## config.mk

```make
export PLATFORM = sky130hd
export DESIGN_NAME = nn_rnn_weight_update_polar
export DESIGN_NICKNAME = d
export VERILOG_FILES = /design/src/rtl/nn_rnn_weight_update_polar.sv
export SDC_FILE = /design/constraint.sdc
export NUM_CORES = 1
export LEC_CHECK = 0
export CAP_MARGIN = 20
export CORE_ASPECT_RATIO = 0.6
export CORE_MARGIN = 2
export CORE_UTILIZATION = 40
export DETAILED_ROUTE_END_ITERATION = 10
export PLACE_DENSITY = 0.73
export SETUP_SLACK_MARGIN = 0.4
export SYNTH_ARGS = -nofsm -noshare
export SYNTH_HDL_FRONTEND = slang
export SYNTH_SLANG_ARGS = --single-unit
```

## constraint.sdc

```tcl
create_clock -name CLK -period 4.5 [get_ports CLK]
set_input_delay 1.35 -clock CLK [delete_from_list [all_inputs] [get_ports CLK]]
set_output_delay 1.35 -clock CLK [all_outputs]
set_load 0.01 [all_outputs]
```

## src/rtl/nn_rnn_weight_update_polar.sv

```systemverilog
// Windowed delta*activation accumulator with a shifted gradient-descent step on a stored
// signed weight, which is re-emitted as a polar stochastic stream (magnitude bit + sign).
module nn_rnn_weight_update_polar #(
    parameter int WEIGHT_W = 8,
    parameter int WIN_LOG2 = 8,
    parameter int LR_SHIFT = 4,
    parameter int W_INIT   = 0
) (
    input  logic                       CLK,
    input  logic                       INIT,
    input  logic                       START,
    input  logic                       EN,
    input  logic                       TRAIN,
    input  logic                       delta,
    input  logic                       SIGN_delta,
    input  logic                       act,
    input  logic [WEIGHT_W-2:0]        RAND,
    input  logic                       W_LOAD,
    input  logic signed [WEIGHT_W-1:0] W_LOAD_VAL,
    output logic signed [WEIGHT_W-1:0] W,
    output logic                       W_STREAM,
    output logic                       SIGN_W,
    output logic                       BUSY,
    output logic                       DONE
);

    localparam int AW    = WIN_LOG2 + 2;
    localparam int SW    = WEIGHT_W + WIN_LOG2 + 2;
    localparam int W_MAX = 2 ** (WEIGHT_W - 1) - 1;
    localparam int W_INIT_SAT = (W_INIT > W_MAX) ? W_MAX : ((W_INIT < -W_MAX) ? -W_MAX : W_INIT);
    localparam logic signed [WEIGHT_W-1:0] W_RST   = WEIGHT_W'(W_INIT_SAT);
    localparam logic signed [SW-1:0]       SAT_HI  = SW'(W_MAX);
    localparam logic signed [SW-1:0]       SAT_LO  = -SAT_HI;
    localparam logic signed [AW-1:0]       ACC_ONE = AW'(1);

    typedef enum logic [1:0] {IDLE, ACCUM, UPDATE} state_t;

    state_t                       state_q, state_d;
    logic signed [AW-1:0]         acc_q, acc_d;
    logic [WIN_LOG2-1:0]          win_cnt_q, win_cnt_d;
    logic signed [WEIGHT_W-1:0]   w_q, w_d;
    logic                         w_stream_q, w_stream_d;
    logic                         sign_w_q, sign_w_d;
    logic                         busy_q, busy_d;
    logic                         done_q, done_d;

    logic signed [AW-1:0]         step;
    logic signed [SW-1:0]         w_ext, step_ext, load_ext;
    logic [WEIGHT_W-1:0]          w_mag;

    // Symmetric clamp: the most negative code is never stored, so |W| always fits WEIGHT_W-1 bits.
    function automatic logic signed [WEIGHT_W-1:0] sat_w(input logic signed [SW-1:0] x);
        if (x > SAT_HI) return SAT_HI[WEIGHT_W-1:0];
        if (x < SAT_LO) return SAT_LO[WEIGHT_W-1:0];
        return x[WEIGHT_W-1:0];
    endfunction

    assign step     = acc_q >>> LR_SHIFT;
    assign w_ext    = {{(SW-WEIGHT_W){w_q[WEIGHT_W-1]}}, w_q};
    assign step_ext = {{(SW-AW){step[AW-1]}}, step};
    assign load_ext = {{(SW-WEIGHT_W){W_LOAD_VAL[WEIGHT_W-1]}}, W_LOAD_VAL};
    assign w_mag    = w_q[WEIGHT_W-1] ? WEIGHT_W'(-w_q) : w_q;

    always_comb begin
        state_d   = state_q;
        acc_d     = acc_q;
        win_cnt_d = win_cnt_q;
        w_d       = w_q;
        case (state_q)
            IDLE: begin
                if (START) begin
                    state_d   = ACCUM;
                    acc_d     = '0;
                    win_cnt_d = '0;
                end
            end
            ACCUM: begin
                if (EN) begin
                    win_cnt_d = win_cnt_q + WIN_LOG2'(1);
                    if (delta && act) begin
                        acc_d = SIGN_delta ? (acc_q - ACC_ONE) : (acc_q + ACC_ONE);
                    end
                    if (&win_cnt_q) state_d = UPDATE;
                end
            end
            UPDATE: begin
                state_d = IDLE;
                if (TRAIN) w_d = sat_w(w_ext - step_ext);
            end
            default: state_d = IDLE;
        endcase
        // An explicit load overrides any gradient step landing in the same cycle.
        if (W_LOAD) w_d = sat_w(load_ext);
        w_stream_d = (w_mag > {1'b0, RAND});
        sign_w_d   = w_q[WEIGHT_W-1];
        busy_d     = (state_d != IDLE);
        done_d     = (state_d == UPDATE);
    end

    always_ff @(posedge CLK or negedge INIT) begin
        if (!INIT) begin
            state_q    <= IDLE;
            acc_q      <= '0;
            win_cnt_q  <= '0;
            w_q        <= W_RST;
            w_stream_q <= 1'b0;
            sign_w_q   <= W_RST[WEIGHT_W-1];
            busy_q     <= 1'b0;
            done_q     <= 1'b0;
        end else begin
            state_q    <= state_d;
            acc_q      <= acc_d;
            win_cnt_q  <= win_cnt_d;
            w_q        <= w_d;
            w_stream_q <= w_stream_d;
            sign_w_q   <= sign_w_d;
            busy_q     <= busy_d;
            done_q     <= done_d;
        end
    end

    assign W        = w_q;
    assign W_STREAM = w_stream_q;
    assign SIGN_W   = sign_w_q;
    assign BUSY     = busy_q;
    assign DONE     = done_q;

endmodule

```

==> flow_summary.toml <==
[logic_synthesis]
synthesis.nets = 329
synth_edf_count = 0
synth.ff_latch_count = 32
synth.lib_cells_used.distinct = 53
yosysSeqAreaShare = 0.317
syn-cell-area_um2 = 2530
asyncSetResetFlopFracSynth = 1.00
ys_warn_count = 0
synth_top_flop_cell = "sky130_fd_sc_hd__dfrtp_1"
syn-instance-count = 277
syn_area_per_cell_um2 = 9.13

[power_and_ir_drop]
netSwitchingPower_mw = 1.00
internal_power_mw = 1.13
ir_worst_vdd_mv = 0.263
switching_power_share_of_the_total = 0.470
combinational_cell_fraction_of_total_power = 0.655
total_leakage_power_nw = 1.33
clock_group_share_of_total_power = 0.107
power_per_cell_area_nw_per_um2 = 694
p_seq_frac = 0.238

[global_routing]
grt_antenna_before_repair = 0
grt_pass1_wl_um = 10100
grt.overflow.total = 0
gr-usage-all-layers = 0.183
grt_max_degree = 33
grt_pass1_vias = 2168

[layout]
mostFrequentLayoutCells = "sky130_fd_sc_hd__clkdlybuf4s50_1 (35), sky130_fd_sc_hd__dfrtp_1 (32), sky130_fd_sc_hd__ha_1 (26), sky130_fd_sc_hd__inv_1 (22), sky130_fd_sc_hd__a21oi_1 (22)"
synthToLayoutAreaGrowth_pct = 21.3
layout.cell_area.non_filler_um2 = 3070
drive_above_1_share = 0.0726
layout.nets = 368
layout_commonest_cell = "sky130_fd_sc_hd__clkdlybuf4s50_1"
antenna-diode-count = 0

[setup_path]
worstPathMaxFanout = 10
arrival_time_of_data_at_the_critical_path_endpoint_ps = 3910
cp-end-kind = "flip-flop"
setup.worst_path.start_class = "input pin"
worst_r2r_path_depth = 11
worst-setup-path-type = "input pin to flip-flop"
critical_path.reg2reg.startpoint = "W[0]"
reg2reg_setup_slack_ps = 1660
crit-reg2reg-capture = "W[0]"
critPathLaunch = "SIGN_delta"
timing.critical_path.required_ps = 4730

[placed_design]
hpwl_after_dpl_um = 4650
placement.setup.worst_slack_ps = 569
placed_cell_area_um2 = 2980
gp_routability_congestion = 0.835
buffer_ports.inserted = 35

[worst_hold_path]
worst_hold_path.num_cells = 2
hold_path.startpoint = "acc_q[3]"
worst_hold_path.endpoint = "acc_q[3]"
timing.hold.worst.class = "flip-flop to flip-flop"

[clock_tree]
cts_setup_buffers = 0
holdBufCountCts = 0
cts_root_buf = "sky130_fd_sc_hd__clkbuf_8"
clk_latency_ps = 290
cts_num_sinks = 32
clockBufferDepth = 2
deepest_level_of_the_cts_h_tree = 2
cts-buffers-inserted = 5
tritoncts = "done"
post_cts_resized = 0
clkSlewWorstSetupHoldPaths_ps = 70

[floorplan]
io-pin-count = 36
fp-row-count = 22
die_width_um = 107
fp.coreArea_um2 = 6110
floorplan.initialDensity = 0.414
dieArea_um2 = 6990
chipHeight_um = 65.6

[route]
firstDrtPassIters = 5
route.detailed.drc = 0
routedWlPerCell_um = 14.7
drt_wl_total_um = 5880
dr_total_vias = 2184
avgViaCountPerCell = 5.45
antenna_left = 0
initialDrtViolationCount = 58

[sta]
timing.final.crit_period_ps = 3690
finalClockSkew_ps = 10.7
clock.fmax_ghz = 0.271
grt_setup_unrepaired = "false"
timing.max_slew.rel_slack = 0.637
timing.final.ws_setup_ps = 814
finalSetupTns_ps = 0
final-setup-viol-count = 0
hold_viol_final = 0
slew_violations = 0
tightestPinTransition_ps = 541
fraction_of_the_cycle_the_final_worst_path_needs = 0.819

[run]
max_cap_viol_count = 0

[run_status]
run_status = "completed"
==> cells in the mapped netlist, types with 2 or more instances <==
cell type                  number  area share
sky130_fd_sc_hd__xor2_1         8       0.028
sky130_fd_sc_hd__a22o_1         7       0.024
sky130_fd_sc_hd__clkbuf_1       3      0.0045
sky130_fd_sc_hd__dfrtp_1       32        0.32
sky130_fd_sc_hd__nand4_1        3      0.0074
sky130_fd_sc_hd__nand2b_1       8       0.020
sky130_fd_sc_hd__a211oi_1       3      0.0089
sky130_fd_sc_hd__nand3b_1       2      0.0059
sky130_fd_sc_hd__nor2b_1        5       0.012
sky130_fd_sc_hd__a22oi_1        3      0.0089
sky130_fd_sc_hd__mux2i_1        5       0.020
sky130_fd_sc_hd__fa_1           2       0.016
sky130_fd_sc_hd__a211oi_2       2      0.0099
sky130_fd_sc_hd__nor3_1         2      0.0040
sky130_fd_sc_hd__o211ai_1       4       0.012
sky130_fd_sc_hd__or3_1          5       0.012
sky130_fd_sc_hd__nand3_1        5      0.0099
sky130_fd_sc_hd__xnor2_1       10       0.035
sky130_fd_sc_hd__a21o_1         6       0.018
sky130_fd_sc_hd__inv_1         22       0.033
sky130_fd_sc_hd__o21bai_1       4       0.012
sky130_fd_sc_hd__ha_1          26        0.13
sky130_fd_sc_hd__o41ai_1        3       0.010
sky130_fd_sc_hd__mux2_2         2      0.0089
sky130_fd_sc_hd__nor4_1         2      0.0049
sky130_fd_sc_hd__o21ai_0       18       0.036
sky130_fd_sc_hd__and2_1         2      0.0049
sky130_fd_sc_hd__nor2_1        20       0.030
sky130_fd_sc_hd__nor3b_1        2      0.0059
sky130_fd_sc_hd__a21oi_1       22       0.044
sky130_fd_sc_hd__nand2_1       12       0.018
sky130_fd_sc_hd__o21ai_1        6       0.012
==> power groups by stage <==
stage	Combinational (mW)	Clock (mW)	Sequential, mW
floorplan	1.03	0	0.491
global placement	1.33	0	0.509
detailed placement	1.38	0	0.514
CTS	1.39	0.238	0.509
global route	1.56	0.254	0.522
finish	1.40	0.227	0.507
==> through the flow <==
stage / cells / utilization / hold WS (ps) / power, mW
5_1_grt: 401 / 0.502 / 526 / 2.33
2_1_floorplan: 277 / - / 454 / 1.52
3_3_place_gp: 393 / 0.487 / 479 / 1.84
4_1_cts: 401 / 0.502 / 506 / 2.14
3_5_place_dp: 393 / 0.487 / 489 / 1.89
6_report: 401 / 0.502 / 499 / 2.13
==> layer usage <==
layer,vias to the layer above,track usage,routed length [um]
met5,-,0,0
met4,0,0.0568,42
met3,6,0.0397,289
met2,55,0.283,2560
met1,1028,0.257,2990
li1,1095,-,-
==> registers in the layout (all words and copies together) (netlist names) <==
name       count
SIGN_W         1
W_STREAM       1
W              8
BUSY           1
acc_q         10
DONE           1
win_cnt_q      8
state_q        2
==> logic make-up (layout without fill, tap and decap cells) <==
family | after synthesis | count (layout) | share of synthesized area
buffers and inverters | 26 | 66 | 0.0391
multiplexers | 7 | 7 | 0.0287
adder cells (fa/ha/maj) | 28 | 28 | 0.144
XOR/XNOR | 18 | 18 | 0.0623
AO/OA/AOI/OAI | 91 | 91 | 0.249
flip-flops | 32 | 32 | 0.317
AND/OR/NAND/NOR | 75 | 75 | 0.159
==> cell type report <==
cell class              instances  area, um2
multi-input cells             219       1630
well taps                      84        105
repair buffers                 36        358
clock buffers                   5       68.8
fillers                       611       3040
inverters                      22       82.6
flip-flops and latches         32        801
clock inverters                 3       23.8
==> worst max path at each step <==
stage,to,slack (ps),cells after the start
floorplan,W[0],1410,7
global placement,acc_q[9],610,9
detailed placement,acc_q[9],570,9
CTS,acc_q[9],860,9
global route,acc_q[9],590,9
finish,acc_q[9],810,9
==> critical path, cell delays in order <==
cell,delay [ps]
sky130_fd_sc_hd__clkdlybuf4s50_1,760
sky130_fd_sc_hd__ha_1,340
sky130_fd_sc_hd__a211oi_1,360
sky130_fd_sc_hd__o211ai_1,200
sky130_fd_sc_hd__a31o_2,270
sky130_fd_sc_hd__a21oi_1,170
sky130_fd_sc_hd__xnor2_1,150
sky130_fd_sc_hd__mux2i_1,210
sky130_fd_sc_hd__a21o_1,100
Power figures use the tool's default switching activity.
